## src/rtl/atp_multi_tender.sv

```systemverilog
// Multi-tender payment collector: gathers tenders from NCH channels toward a bill, then completes or aborts.
// Optional overpayment/change/refund support is enabled with macro ATP_CHANGE_EN.
module atp_multi_tender #(
    parameter int unsigned AMT_W       = 16,
    parameter int unsigned NCH         = 4,
    parameter int unsigned TIMEOUT     = 1024,
    parameter int unsigned MAX_TENDERS = 8
) (
    input  logic                 clk,
    input  logic                 reset_n,
    input  logic                 start_payment,
    input  logic [AMT_W-1:0]     bill_amount,
    input  logic                 cancel,
    input  logic [NCH-1:0]       tender_valid,
    input  logic [NCH*AMT_W-1:0] tender_amount,
    output logic                 tender_ready,
    output logic [NCH-1:0]       tender_accept,
    output logic                 err_reject,
    output logic [AMT_W-1:0]     paid_amount,
    output logic [AMT_W-1:0]     remaining_amount,
    output logic [AMT_W-1:0]     change_amount,
    output logic                 payment_complete,
    output logic                 line_disconnected,
    output logic                 busy
);
    localparam int unsigned TW = $clog2(TIMEOUT + 1);
    localparam int unsigned CW = $clog2(MAX_TENDERS + 1);

    typedef enum logic [1:0] {IDLE, COLLECT, DONE, ABORT} state_t;

    state_t           state_q, state_d;
    logic [AMT_W-1:0] bill_q, bill_d;
    logic [AMT_W-1:0] paid_q, paid_d;
    logic [AMT_W-1:0] rem_q, rem_d;
    logic [AMT_W-1:0] change_q, change_d;
    logic [NCH-1:0]   accept_q, accept_d;
    logic             err_q, err_d;
    logic             complete_q, complete_d;
    logic             disc_q, disc_d;
    logic [CW-1:0]    count_q, count_d;
    logic [TW-1:0]    timer_q, timer_d;

    logic             win_hit;
    logic [NCH-1:0]   win_oh;
    logic [AMT_W-1:0] win_amt;
    logic [AMT_W:0]   sum;
    logic [AMT_W-1:0] paid_new;
    logic             over;
    logic             done_hit;
    logic             abort_go;

    // Lowest-index valid channel wins.
    always_comb begin
        win_hit = 1'b0;
        win_oh  = '0;
        win_amt = '0;
        for (int i = NCH - 1; i >= 0; i--) begin
            if (tender_valid[i]) begin
                win_hit    = 1'b1;
                win_oh     = '0;
                win_oh[i]  = 1'b1;
                win_amt    = tender_amount[i*AMT_W +: AMT_W];
            end
        end
    end

    always_comb begin
        sum      = {1'b0, paid_q} + {1'b0, win_amt};
        paid_new = sum[AMT_W-1:0];
`ifdef ATP_CHANGE_EN
        over     = sum[AMT_W];
        done_hit = paid_new >= bill_q;
`else
        over     = sum[AMT_W] | (sum > {1'b0, bill_q});
        done_hit = paid_new == bill_q;
`endif
    end

    always_comb begin
        state_d    = state_q;
        bill_d     = bill_q;
        paid_d     = paid_q;
        rem_d      = rem_q;
        change_d   = change_q;
        accept_d   = '0;
        err_d      = 1'b0;
        complete_d = 1'b0;
        disc_d     = disc_q;
        count_d    = count_q;
        timer_d    = timer_q;
        abort_go   = 1'b0;

        case (state_q)
            IDLE: begin
                if (start_payment) begin
                    if (bill_amount == '0) begin
                        err_d = 1'b1;
                    end else begin
                        bill_d   = bill_amount;
                        paid_d   = '0;
                        rem_d    = bill_amount;
                        change_d = '0;
                        disc_d   = 1'b0;
                        count_d  = '0;
                        timer_d  = '0;
                        state_d  = COLLECT;
                    end
                end
            end
            COLLECT: begin
                if (cancel) begin
                    state_d  = ABORT;
                    abort_go = 1'b1;
                end else if (win_hit && win_amt != '0 && !over &&
                             count_q != CW'(MAX_TENDERS)) begin
                    accept_d = win_oh;
                    paid_d   = paid_new;
                    rem_d    = (bill_q > paid_new) ? bill_q - paid_new : '0;
                    count_d  = count_q + CW'(1);
                    timer_d  = '0;
                    if (done_hit) begin
                        state_d    = DONE;
                        change_d   = paid_new - bill_q;
                        complete_d = 1'b1;
                    end
                end else begin
                    err_d   = win_hit;
                    timer_d = timer_q + TW'(1);
                    if (timer_d == TW'(TIMEOUT)) begin
                        state_d  = ABORT;
                        disc_d   = 1'b1;
                        abort_go = 1'b1;
                    end
                end
            end
            DONE:    state_d = IDLE;
            ABORT:   state_d = IDLE;
            default: state_d = IDLE;
        endcase

`ifdef ATP_CHANGE_EN
        if (abort_go) change_d = paid_q;
`else
        change_d = '0;
`endif
    end

    always_ff @(posedge clk) begin
        if (!reset_n) begin
            state_q    <= IDLE;
            bill_q     <= '0;
            paid_q     <= '0;
            rem_q      <= '0;
            change_q   <= '0;
            accept_q   <= '0;
            err_q      <= 1'b0;
            complete_q <= 1'b0;
            disc_q     <= 1'b0;
            count_q    <= '0;
            timer_q    <= '0;
        end else begin
            state_q    <= state_d;
            bill_q     <= bill_d;
            paid_q     <= paid_d;
            rem_q      <= rem_d;
            change_q   <= change_d;
            accept_q   <= accept_d;
            err_q      <= err_d;
            complete_q <= complete_d;
            disc_q     <= disc_d;
            count_q    <= count_d;
            timer_q    <= timer_d;
        end
    end

    assign tender_ready      = (state_q == COLLECT);
    assign busy              = (state_q != IDLE);
    assign tender_accept     = accept_q;
    assign err_reject        = err_q;
    assign paid_amount       = paid_q;
    assign remaining_amount  = rem_q;
    assign change_amount     = change_q;
    assign payment_complete  = complete_q;
    assign line_disconnected = disc_q;

endmodule

```

## config.mk

```make
export PLATFORM = sky130hd
export DESIGN_NAME = atp_multi_tender
export DESIGN_NICKNAME = d
export VERILOG_FILES = /design/src/rtl/atp_multi_tender.sv
export SDC_FILE = /design/constraint.sdc
export NUM_CORES = 1
export LEC_CHECK = 0
export CAP_MARGIN = 20
export CORE_MARGIN = 1.5
export CORE_UTILIZATION = 54
export CTS_BUF_LIST = sky130_fd_sc_hd__clkbuf_16
export DETAILED_ROUTE_END_ITERATION = 8
export PLACE_DENSITY = 0.95
export SLEW_MARGIN = 20
export SYNTH_ARGS = -nofsm -noshare
export SYNTH_HDL_FRONTEND = slang
export SYNTH_SLANG_ARGS = --single-unit
```

## constraint.sdc

```tcl
create_clock -name clk -period 11.89 [get_ports clk]
set_input_delay 1.189 -clock clk [delete_from_list [all_inputs] [get_ports clk]]
set_output_delay 1.189 -clock clk [all_outputs]
set_load 0.02 [all_outputs]
```

# Word level (Yosys, flattened, before mapping)
# Cells that the tools add are included.
# Widths: inputs -> output; s select.
totals:
  ff_bits: 72
  mem_bits_ro: 0
  word_cells: 109
  mem_bits_rw: 0
  latch_bits: 0
  memories: 0
  in_bits: 88
classes:
  n_addsub: 4
  bitwise_logic: 5
  n_lt_le_gt_ge: 2
  n_mul: 0
  shift: 0
  div_mod_pow: 0
  reduce_logical: 19
  mux: 52
  n_eq_ne: 14
ops:
  columns: ["op", "n"]
  rows:
  - ["$mux 16", 13]
  - ["$pmux 16 s2", 2]
  - ["$mux 11", 4]
  - ["$pmux 11 s2", 1]
  - ["$mux 4", 5]
  - ["$add 16x16->17", 1]
  - ["$gt 17x16->1", 1]
  - ["$eq 16x16->1", 1]
  - ["$gt 16x16->1", 1]
  - ["$logic_not 16->1", 1]
  - ["$reduce_bool 16->1", 1]
  - ["$sub 16x16->16", 1]
  - ["$mux 1", 15]
  - ["$mux 2", 7]
  - ["$add 11x1->11 const B", 1]
  - ["$eq 11x11->1 const B", 1]
  - ["$ne 2x2->1 const B", 4]
  - ["$ne 4x4->1 const B", 2]
  - ["$pmux 4 s2", 1]
  - ["$reduce_and 4->1", 2]
  - ["$reduce_or 7->1", 1]
  - ["$pmux 2 s3", 1]
  - ["$reduce_and 6->1", 1]
  - ["$reduce_or 6->1", 1]
  - ["18 further kinds", 27]

# Longest topological paths before layout
depth:
  word_depth: 13
  ltp_mapped: 26
  mapped_depth_nobuf: 22

# Worst setup path after synthesis
# OpenSTA, ideal clock, no wires.
synth_path:
  kind: "input to register"
  startpoint: "input port tender_valid[2]"
  endpoint: "register rem_q[0], in the netlist remaining_amount[0]"
  required_time_ps: 11757
  path_stages: 23
  path_buffers: 3
  arrival_ps: 5834
  path_slack_ps: 5924
  cell_sequence: "buf_2 -> clkbuf_1 -> a221oi_1 -> o31ai_1 -> ha_1 -> inv_1 -> fa_1 -> nor2b_1 -> o31a_1 -> o211ai_1 -> a21o_1 -> a21boi_0 -> o21ai_0 -> and2_1 -> ha_1 -> a2111o_1 -> a211oi_1 -> o211ai_1 -> a41oi_1 -> nand3_1 -> nand2_1 -> clkbuf_1 -> a21oi_1"
synth_between:
  elab_chain_cells: 11
  elab_cells_between_ends: 22
  cone_classes: "2 x add/sub; 2 x order compare; 1 x eq/ne; 10 x mux; 1 x bitwise; 6 x reduce/logical"
synth_rtl:
  columns: ["element", "line", "text"]
  rows:
  - ["start, declared", "14", "input logic [NCH-1:0] tender_valid,"]
  - ["$mux 16 (3 in series)", "58", "if (tender_valid[i]) begin"]
  - ["$add 16x16->17", "68", "sum = {1'b0, paid_q} + {1'b0, win_amt};"]
  - ["$gt 17x16->1", "74", "over = sum[AMT_W] | (sum > {1'b0, bill_q});"]
  - ["$or 1x1->1", "74", null]
  - ["$logic_not 1->1", "114", "end else if (win_hit && win_amt != '0 && !over &&"]
  - ["$logic_and 1x1->1 (2 in series)", "114", null]
  - ["$ne 2x1->1 (no source line)", null, null]
  - ["$reduce_and 5->1 (no source line)", null, null]
  - ["end signal, assigned", "165", "rem_q <= rem_d;"]
  - ["end, declared", "34", "logic [AMT_W-1:0] rem_q, rem_d;"]
# Parallel ways exist; a longest one is shown, timed or not. The select of a mux whose other input is x is not followed.
# A chain may end at the register's enable or synchronous reset.

# Worst setup path after layout
layout_path:
  startpoint: "input port tender_valid[2]"
  endpoint: "register rem_q[14], in the netlist remaining_amount[14]"
# The elaborated chain is that of the path after synthesis.

==> reports/results.md <==
| Item | This run |
| --- | --- |
| Global-route wire length before repair | 27600 µm |
| TritonCTS clock tree | done |
| Minimum clock period | 8.02 ns |
| Switching part of the total power | 33.9% |
| Startpoint of the most critical register-to-register path | paid_amount[0]$_SDFFE_PN0P_ |
| Outcome | completed |
| Max-cap violation count | 0 |
| Nets | 981 |
| Final slew viol count | 0 |
| Final setup margin | 3.87 ns |
| Sequential fraction of the synthesis area | 25.6% |
| Worst Path Max Fanout | 23 |
| Critical path's largest stage delay | 0.84 ns |
| Actual transition at the worst max-transition pin | 1.06 ns |
| Design Power | 0.000798 W |
| Kind of end point of the critical path | flip-flop |
| Fin cells | 981 |
| Number of buffers created by CTS | 9 |
| Drc violations | 0 |
| Die span in x | 105 µm |
| Count of warnings emitted by yosys | 0 |
| H-Tree Level Count | 3 |
| CP arrival | 8.19 ns |
| Number of antenna-violating nets in the routed design | 0 |
| Final setup violation count | 0 |
| N_diodes | 0 |
| Combinational fraction of design power | 33.0% |
| Clock Tree Root | clkbuf_16 |
| Ratio of total power to cell area | 111 nW/µm² |
| Dpl cells | 965 |
| Tightest Hold Check Type | reg -> reg |
| Crit path cell chain | clkdlybuf4s50_1 -> nor2b_1 -> a221oi_1 -> o31ai_1 -> ha_1 -> inv_1 -> fa_1 -> nor2b_1 -> o31a_1 -> o211ai_1 -> a21o_1 -> a21boi_0 -> o21ai_0 -> and2_1 -> ha_1 -> a2111o_1 -> a211oi_1 -> o211ai_1 -> a41oi_1 -> nand3_1 -> nand2_1 -> a41oi_1 |
| Overall via count from detail_route | 6050 |
| Maximum number of pins on one net before global-route repair | 38 |
| Number of placement rows | 37 |
| Post-CTS setup repair buffer count | 0 |
| Post-CTS Hold Buffers | 0 |
| Relative max-transition margin | 29.6% |
| Total global routing track utilization | 31.1% |
| Average wire per cell in the routed design | 18.1 µm |
| Detailed Routing Iterations Pass 1 | 6 |
| Largest voltage drop on the vdd net | 69.3 µV |
| Number of global-route vias before repair | 5471 |
| Period Utilization, post-route | 67.4% |
| Placer congestion estimate | 0.996 |
| Main synth FF type | dfxtp_1 |
| Crit path to | remaining_amount[14]$_SDFFE_PN0P_ |
| Highest Clock Rate | 125 MHz |
| Worst Path Required | 12.06 ns |
| Number of vias per cell after detailed routing | 6.17 |
| Dpl ws | 3.84 ns |
| Number of synthesized flops with an enable pin | 0 |
| Reg2Reg Setup Slack | 6.04 ns |
| Endpoint of the lowest-slack register-to-register path | remaining_amount[14]$_SDFFE_PN0P_ |
| Leakage power of the design | 2.89 nW |
| Hold Fails Final Rpt | 0 |
| Crit path kind | in -> reg |
| Number of primary I/O pins | 145 |
| Cell count after synthesis | 732 |
| Final setup skew | 0.0102 ns |
| Proportion of register bits with asynchronous set or reset after synthesis | 0% |
| Critical path's slowest cell | nand2_1 |
| Power share of the sequential group | 33.0% |
| Number of cells traversed by the worst register-to-register path | 18 |
| Deepest clock path buffer count | 2 |
| Detailed Route WL | 17700 µm |
| Ratio of cells with drive above 1 in the final layout | 4.50% |
| Net switching power of the design | 0.000270 W |
| Mapped Area | 5620 µm² |
| TritonCTS sink count | 72 |
| Flip-flop and latch count after synthesis | 72 |
| Clock insertion delay at the later pin of the skew report | 0.34 ns |
| Final design utilization | 70.1% |
| Post-Syn Area per Cell | 7.68 µm² |
| Post-CTS clock slew at the launch and capture registers of the worst setup and hold paths | 0.06 ns |
| Starting utilization of the core area | 55.0% |
| Fillers | 776 |
| Area grow syn2layout | 27.6% |
| Vertical extent of the die | 105 µm |
| Core area | 10200 µm² |
| Post-Route Setup TNS | 0 ns |
| Origin of the worst setup path | tender_valid[2] |
| Number of buffers inserted by port buffering | 128 |
| Gates resized, CTS repair | 0 |
| Total die area | 11000 µm² |
| Part of the power in the clock network | 34.0% |
| Number of antenna violations at the first check in global routing | 0 |
| Startpoint type of the worst setup path | primary input |
| Total half-perimeter wirelength after legalization and detailed placement | 12900 µm |
| Initial DRC Count | 487 |
| Count of unique library cells instantiated by Yosys | 68 |
| Remaining global-route overflow | 0 |
| Internal power consumption | 0.000528 W |
| Setup repair after global routing missed its margin | false |
==> stage by stage <==
step / cell area [µm²] / hold slack [ns]
after detailed placement: 6880 / 0.466
after global placement: 6880 / 0.453
after floorplan: 5680 / 0.444
after global routing: 7180 / 0.501
final: 7180 / 0.479
after CTS: 7180 / 0.479
==> critical path, delay by kind of cell <==
family | cells | cell delay (ns)
adder cells (fa/ha/maj) | 3 | 1.02
buffers and inverters | 2 | 0.85
AND/OR/NAND/NOR | 5 | 2.26
AO/OA/AOI/OAI | 12 | 2.86
==> power groups by stage <==
stage          Sequential (W)  Combinational [W]  Clock (W)
5_1_grt              0.000265           0.000283   0.000283
2_1_floorplan        0.000276           0.000158          0
6_report             0.000264           0.000263   0.000272
3_3_place_gp         0.000268           0.000248          0
3_5_place_dp         0.000268           0.000253          0
4_1_cts              0.000263           0.000257   0.000272
==> cell usage in the layout, fill, tap and decap left out, types with 7 or more instances in the layout <==
master	instances
a31oi_1	7
mux2_2	10
or4_1	7
a22oi_1	20
clkbuf_16	9
and3_1	10
nor3_1	10
o21ai_0	22
xnor2_1	13
clkdlybuf4s50_1	128
xor2_1	8
nand2b_1	15
a21o_1	14
a21oi_1	79
nor4_1	9
nand3_1	26
o22ai_1	19
o21a_1	10
ha_1	51
nand2_1	73
nor2b_1	10
dfxtp_1	72
nor2_1	41
conb_1	16
inv_1	57
o31ai_1	19
==> cell usage after synthesis (13+ instances only) <==
cell type  instances  area share [%]
a21o_1            14             1.9
a21oi_1           79             7.0
a22oi_1           20             2.7
buf_4             17             2.3
clkbuf_1          23             1.5
dfxtp_1           72              26
ha_1              51              11
inv_1             56             3.7
nand2_1           73             4.9
nand2b_1          15             1.7
nand3_1           26             2.3
nor2_1            41             2.7
o21ai_0           22             2.0
o22ai_1           19             2.1
o31ai_1           19             2.5
xnor2_1           13             2.0
==> cell families (layout without fill, tap and decap cells) <==
| kind of cell | count (synthesis) | count (layout) | share of synthesized area (%) |
|---|---|---|---|
| compound gates | 239 | 239 | 27.6 |
| simple gates | 227 | 227 | 20.2 |
| buf+inv | 107 | 205 | 8.83 |
| flops | 72 | 72 | 25.6 |
| fa+ha+maj | 53 | 53 | 12.1 |
| xor+xnor | 21 | 21 | 3.27 |
| mux | 12 | 12 | 2.36 |
| other cells | 1 | 16 | 0.0667 |
==> area by class of cell <==
cell class	count	area [µm²]	area share, %
Clock buffer	9	225	3.14
Clock inverter	7	72.6	1.01
Inverter	57	214	2.98
Multi-Input combinational cell	568	3740	52.1
Sequential cell	72	1440	20.1
Tap cell	136	170	2.37
Timing Repair Buffer	132	1310	18.3
==> worst min path at each step <==
stage,start,to,cells after the start
CTS,bill_q[3]$_SDFFE_PN0P_,bill_q[3]$_SDFFE_PN0P_,2
global route,bill_q[2]$_SDFFE_PN0P_,bill_q[2]$_SDFFE_PN0P_,2
floorplan,timer_q[10]$_SDFFE_PN0P_,timer_q[10]$_SDFFE_PN0P_,1
global placement,timer_q[10]$_SDFFE_PN0P_,timer_q[10]$_SDFFE_PN0P_,1
finish,bill_q[3]$_SDFFE_PN0P_,bill_q[3]$_SDFFE_PN0P_,2
detailed placement,timer_q[10]$_SDFFE_PN0P_,timer_q[10]$_SDFFE_PN0P_,1
==> state kept, by name, summed over array words and instances, names as in the netlist <==
register and cells:
timer_q 11, tender_accept 4, count_q 4, line_disconnected 1
err_reject 1, payment_complete 1, paid_amount 16, state_q 2
remaining_amount 16, bill_q 16
==> per-layer routing <==
layer,track usage [%],up-vias,part of all wire [%]
met2,52.1,393,46
met5,0,-,0
li1,-,2834,-
met3,6.36,75,9.6
met1,39.0,2748,40
met4,12.3,0,4.0
No activity file was read; power rests on OpenSTA's default activity.
